===== config.mk =====
export PLATFORM = sky130hd
export DESIGN_NAME = pll_lock_supervisor
export DESIGN_NICKNAME = d
export VERILOG_FILES = /design/src/rtl/pll_sup_pkg.sv /design/src/rtl/sync_2ff.sv /design/src/rtl/pll_lock_supervisor.sv
export SDC_FILE = /design/constraint.sdc
export NUM_CORES = 1
export LEC_CHECK = 0
export ABC_CLOCK_PERIOD_IN_PS = 4310
export BUFFER_PORTS_ARGS = -buffer_cell sky130_fd_sc_hd__buf_2
export CORE_MARGIN = 2
export CORE_UTILIZATION = 38
export CTS_CLUSTER_DIAMETER = 60
export DETAILED_ROUTE_END_ITERATION = 6
export PLACE_DENSITY = 0.66
export SYNTH_ARGS = -nofsm -noshare
export SYNTH_HDL_FRONTEND = slang
export SYNTH_HIERARCHICAL = 1
export SYNTH_SLANG_ARGS = --single-unit

===== constraint.sdc =====
create_clock -name clkin1 -period 4.31 [get_ports clkin1]
set_input_delay 0.2155 -clock clkin1 [delete_from_list [all_inputs] [get_ports clkin1]]
set_output_delay 0.2155 -clock clkin1 [all_outputs]
set_load 0.005 [all_outputs]

===== src/rtl/pll_sup_pkg.sv =====
// Shared types and widths for the PLL lock supervisor.
package pll_sup_pkg;

    typedef enum logic [2:0] {
        S_RST    = 3'd0,
        S_WAIT   = 3'd1,
        S_STABLE = 3'd2,
        S_RUN    = 3'd3,
        S_FAULT  = 3'd4
    } state_t;

    localparam int unsigned RETRY_W = 4;
    localparam int unsigned LOSS_W  = 8;

    function automatic int unsigned max3(input int unsigned a,
                                         input int unsigned b,
                                         input int unsigned c);
        int unsigned m;
        m = (a > b) ? a : b;
        return (m > c) ? m : c;
    endfunction

endpackage


===== src/rtl/sync_2ff.sv =====
// Two-flop synchronizer for a single-bit asynchronous level, reset to 0.
module sync_2ff (
    input  logic clk,
    input  logic rst_n,
    input  logic d,
    output logic q
);

    logic r_meta;
    logic r_sync;

    always_ff @(posedge clk or negedge rst_n) begin
        if (!rst_n) begin
            r_meta <= '0;
            r_sync <= '0;
        end else begin
            r_meta <= d;
            r_sync <= r_meta;
        end
    end

    assign q = r_sync;

endmodule


===== src/rtl/pll_lock_supervisor.sv =====
// Sequences PLL reset, waits for a stable lock with bounded retries, and
// holds the downstream system in reset until the PLL is trusted.
module pll_lock_supervisor
    import pll_sup_pkg::*;
#(
    parameter int unsigned RST_CYCLES    = 16,
    parameter int unsigned LOCK_TIMEOUT  = 50000,
    parameter int unsigned STABLE_CYCLES = 1024,
    parameter int unsigned MAX_RETRY     = 3
) (
    input  logic               clkin1,
    input  logic               rst_n,
    input  logic               pll_lock,
    input  logic               soft_rst,
    output logic               pll_rst,
    output logic               sys_rst_n,
    output logic               locked_ok,
    output logic               fault,
    output logic [RETRY_W-1:0] retry_cnt,
    output logic [LOSS_W-1:0]  lock_loss_cnt
);

    localparam int unsigned CNT_W = $clog2(max3(RST_CYCLES, LOCK_TIMEOUT, STABLE_CYCLES)) + 1;

    localparam logic [CNT_W-1:0]   RST_LAST    = CNT_W'(RST_CYCLES - 1);
    localparam logic [CNT_W-1:0]   TO_LAST     = CNT_W'(LOCK_TIMEOUT - 1);
    localparam logic [CNT_W-1:0]   STABLE_LAST = CNT_W'(STABLE_CYCLES - 1);
    localparam logic [RETRY_W-1:0] RETRY_MAX   = RETRY_W'(MAX_RETRY);

    logic               w_lock_s;
    state_t             r_state;
    state_t             w_state_nxt;
    logic [CNT_W-1:0]   r_cnt;
    logic [CNT_W-1:0]   w_cnt_nxt;
    logic [RETRY_W-1:0] r_retry;
    logic [RETRY_W-1:0] w_retry_nxt;
    logic [LOSS_W-1:0]  r_loss;
    logic [LOSS_W-1:0]  w_loss_nxt;
    logic               r_pll_rst;
    logic               r_sys_rst_n;
    logic               r_locked_ok;
    logic               r_fault;

    sync_2ff u_lock_sync (
        .clk   (clkin1),
        .rst_n (rst_n),
        .d     (pll_lock),
        .q     (w_lock_s)
    );

    always_comb begin
        w_state_nxt = r_state;
        w_retry_nxt = r_retry;
        w_loss_nxt  = r_loss;

        if (soft_rst) begin
            w_state_nxt = S_RST;
            w_retry_nxt = '0;
        end else begin
            case (r_state)
                S_RST: begin
                    if (r_cnt == RST_LAST)
                        w_state_nxt = S_WAIT;
                end
                S_WAIT: begin
                    // A lock arriving on the timeout cycle still wins.
                    if (w_lock_s) begin
                        w_state_nxt = S_STABLE;
                    end else if (r_cnt == TO_LAST) begin
                        if (r_retry == RETRY_MAX) begin
                            w_state_nxt = S_FAULT;
                        end else begin
                            w_state_nxt = S_RST;
                            w_retry_nxt = r_retry + 1'b1;
                        end
                    end
                end
                S_STABLE: begin
                    if (!w_lock_s)
                        w_state_nxt = S_WAIT;
                    else if (r_cnt == STABLE_LAST)
                        w_state_nxt = S_RUN;
                end
                S_RUN: begin
                    if (!w_lock_s) begin
                        w_state_nxt = S_RST;
                        if (r_loss != '1)
                            w_loss_nxt = r_loss + 1'b1;
                    end
                end
                S_FAULT: ;
                default: w_state_nxt = S_RST;
            endcase
        end

        if (w_state_nxt == S_RUN)
            w_retry_nxt = '0;

        // Holding soft_rst pins the counter so the pulse restarts in full on release.
        if (soft_rst || (w_state_nxt != r_state))
            w_cnt_nxt = '0;
        else if ((r_state == S_RUN) || (r_state == S_FAULT))
            w_cnt_nxt = r_cnt;
        else
            w_cnt_nxt = r_cnt + 1'b1;
    end

    always_ff @(posedge clkin1 or negedge rst_n) begin
        if (!rst_n) begin
            r_state     <= S_RST;
            r_cnt       <= '0;
            r_retry     <= '0;
            r_loss      <= '0;
            r_pll_rst   <= 1'b1;
            r_sys_rst_n <= 1'b0;
            r_locked_ok <= 1'b0;
            r_fault     <= 1'b0;
        end else begin
            r_state     <= w_state_nxt;
            r_cnt       <= w_cnt_nxt;
            r_retry     <= w_retry_nxt;
            r_loss      <= w_loss_nxt;
            // Outputs decode the next state so they move on the same edge as r_state.
            r_pll_rst   <= (w_state_nxt == S_RST) || (w_state_nxt == S_FAULT);
            r_sys_rst_n <= (w_state_nxt == S_RUN);
            r_locked_ok <= (w_state_nxt == S_RUN);
            r_fault     <= (w_state_nxt == S_FAULT);
        end
    end

    assign pll_rst       = r_pll_rst;
    assign sys_rst_n     = r_sys_rst_n;
    assign locked_ok     = r_locked_ok;
    assign fault         = r_fault;
    assign retry_cnt     = r_retry;
    assign lock_loss_cnt = r_loss;

endmodule

==> reports/qor.csv <==
stage;metric;value;unit
outcome;outcome;complete, no violations;
yosys;Yosys cell types;41;
yosys;part of the Yosys area used for sequential elements;48.4;%
clocking;H-tree levels;2;
detailed_routing;Via Count;1334;
worst_setup_path;Startpoint Class;register;
global_routing;GR Layer Usage met2;20.7;%
timing;Setup TNS;0;ps
worst_setup_path;worst reg2reg path depth;7;
yosys;Async SR Flop Fraction;100;%
global_routing;initial antenna violation count;0;
floorplan;floorplan row count;25;
layout;layout cells sized above 1;25.5;%
worst_setup_path;CP max stage cell;mux2i_4;
global_routing;grt met3 use;3.75;%
pwr;pwr dens;305;nW/um^2
clocking;clock transition at the registers of the reported paths;70;ps
layout;most common cell after layout, fill and taps aside;dfrtp_1;
yosys;Yosys reg bits;37;
timing;period utilisation layout;56.8;%
floorplan;Core Area;4790;sq um
worst_setup_path;CP endpoint kind;register;
layout;nets;206;
hold_path;Worst Hold Class;primary input to asynchronous set/reset pin;
worst_setup_path;WP data required;4450;ps
global_routing;number of global-route vias before repair;1268;
timing;fin. max-slew vios;0;
pwr;total power;663;uW
floorplan;die area;5620;sq um
layout;fill count;460;
layout;most frequent cells in the layout;dfrtp_1, nor2_1, buf_2;
layout;ANT cells;0;
yosys;Avg Inst Size Synth;10.8;sq um
place;RePlAce Congestion;0.827;
clocking;postcts setup bufs;0;
detailed_routing;Remaining DRCs;0;
timing;worst slew pin tran;805;ps
detailed_routing;DR iter-0 viols;77;
timing;clock skew;10.1;ps
clocking;clk_lat worst skew;290;ps
detailed_routing;Final ANT Viol Nets;0;
place;# port buffers;19;
worst_setup_path;CP max stage delay;620;ps
timing;RSZ-0062 raised after global routing;false;
floorplan;io pins;20;
yosys;Post-synth EDFFs;0;
yosys;top_reg_cell synth;dfrtp_1;
place;post-DP HPWL;2400;um
clocking;CTS max path bufs;2;
detailed_routing;final WL;3420;um
global_routing;GR peak layer;met2;
worst_setup_path;Critical Setup Path Class;register to register;
global_routing;total grt overflow;0;
floorplan;Initial Util;40.0;%
worst_setup_path;CP arrival;2580;ps
clocking;CTS tree;yes;
worst_setup_path;worst path cell trace;ha_1, nand2_1, nand4b_2, nor3_4, o221a_4, mux2i_4, nor2_1;
clocking;CTS buffer count;5;
pwr;Peak VDD IR;0.188;mV
floorplan;Die Y-Extent;75.0;um
floorplan;DIE WIDTH;75.0;um
job;max-cap viol count;0;
worst_setup_path;Largest delay share family, worst path;simple AND/OR/NAND/NOR gates;
layout;non-filler cells, final;267;
timing;setup violators final;0;
timing;Slew HR;46.3;%
detailed_routing;drt wl/cell;12.8;um
detailed_routing;vias per std cell;5.00;
worst_setup_path;Crit path depth;7;
place;post-placement cell count;259;
timing;FMAX;409;MHz
timing;minimum clock period after layout;2450;ps
global_routing;first-pass GRT wire length;5960;um
clocking;Root Driver;clkbuf_8;
yosys;synthesized area;1910;sq um
yosys;Synthesized Nets;184;
clocking;cts repair resizes;0;
global_routing;largest net degree at the start of global routing;38;
yosys;Syn Inst Count;177;
global_routing;Overall Global Routing Usage;14.0;%
detailed_routing;DRT Pass-1 Iters;4;
layout;Final Util;45.4;%
worst_setup_path;CP bufs+invs;0;
clocking;clk sinks;37;
yosys;Ys Warns;6;
worst_setup_path;worst-path fanout max;17;
global_routing;M1 GR Usage;19.3;%
pwr;Leak Pwr;0.000953;uW
layout;Area Overhead vs Synth;13.5;%
clocking;post-cts hold buffer count;0;
timing;final hold viol count;0;
path summary, 6_finish.rpt:
check | startpoint | end | slack, ps
min in group clkin1 | pll_lock | u_lock_sync/r_meta$_DFF_PN0_ | 40
max in group asynchronous | rst_n | r_cnt[2]$_DFFE_PN0P_ | 3770
hold reg to reg | u_lock_sync/r_meta$_DFF_PN0_ | u_lock_sync/q$_DFF_PN0_ | 350
setup / recovery | r_cnt[0]$_DFFE_PN0P_ | r_cnt[5]$_DFFE_PN0P_ | 1860
setup reg to reg | r_cnt[0]$_DFFE_PN0P_ | r_cnt[5]$_DFFE_PN0P_ | 1860
hold / removal | rst_n | r_cnt[8]$_DFFE_PN0P_ | 20
cell families after synthesis:
logic type      after synthesis  share of synthesized area [%]
mux                           4                           2.81
flops                        37                           48.4
compound gates                9                           4.77
simple gates                 91                           28.1
xor+xnor                     26                           11.9
buf+inv                       7                           2.03
fa+ha+maj                     3                           1.96
metrics by stage:
stage | cell area, sq um | setup slack [ps] | hold slack (ps)
global placement | 2070 | 1950 | 324
finish | 2170 | 1860 | 20.1
global route | 2170 | 1680 | 26.8
CTS | 2170 | 1850 | 32.8
detailed placement | 2070 | 1890 | 329
floorplan | 1910 | 2270 | -80.1
sequential cells by signal, indices dropped and copies added (netlist names):
register,count
fault,1
lock_loss_cnt,8
locked_ok,1
pll_rst,1
r_cnt,17
r_state,3
retry_cnt,4
u_lock_sync/q,1
u_lock_sync/r_meta,1
synthesized netlist by cell type (all sizes together), types with 2 or more instances:
| library cell | n | area [sq um] |
|---|---|---|
| a31oi | 2 | 12.5 |
| and3 | 2 | 13.8 |
| buf | 3 | 23.8 |
| dfrtp | 36 | 901 |
| ha | 3 | 37.5 |
| inv | 3 | 11.3 |
| mux2i | 3 | 42.5 |
| nand2 | 13 | 48.8 |
| nand2b | 4 | 25.0 |
| nand3 | 10 | 50.1 |
| nand4 | 8 | 50.1 |
| nand4b | 2 | 23.8 |
| nor2 | 31 | 141 |
| nor3 | 8 | 56.3 |
| nor3b | 3 | 22.5 |
| nor4 | 4 | 40.0 |
| nor4b | 3 | 45.0 |
| xnor2 | 14 | 123 |
| xor2 | 12 | 105 |
power breakdown:
group | switching, uW | internal (uW)
logic | 16.0 | 6.26
clock network | 115 | 172
registers | 3.60 | 351
final cells by class:
cell class,instances,area [sq um],area share (%)
Clock buffer,6,72.6,3.34
Clock inverter,2,35.0,1.61
Inverter,3,11.3,0.518
Multi-Input combinational cell,133,948,43.6
Sequential cell,37,927,42.7
Tap cell,67,83.8,3.86
Timing Repair Buffer,19,95.1,4.38
metal layers:
layer	vias up	share of wire [%]
met3	4	3.1
met2	22	48
met4	0	1.4
met5	-	0
li1	662	-
met1	646	48
(Power assumes the default switching activity.)
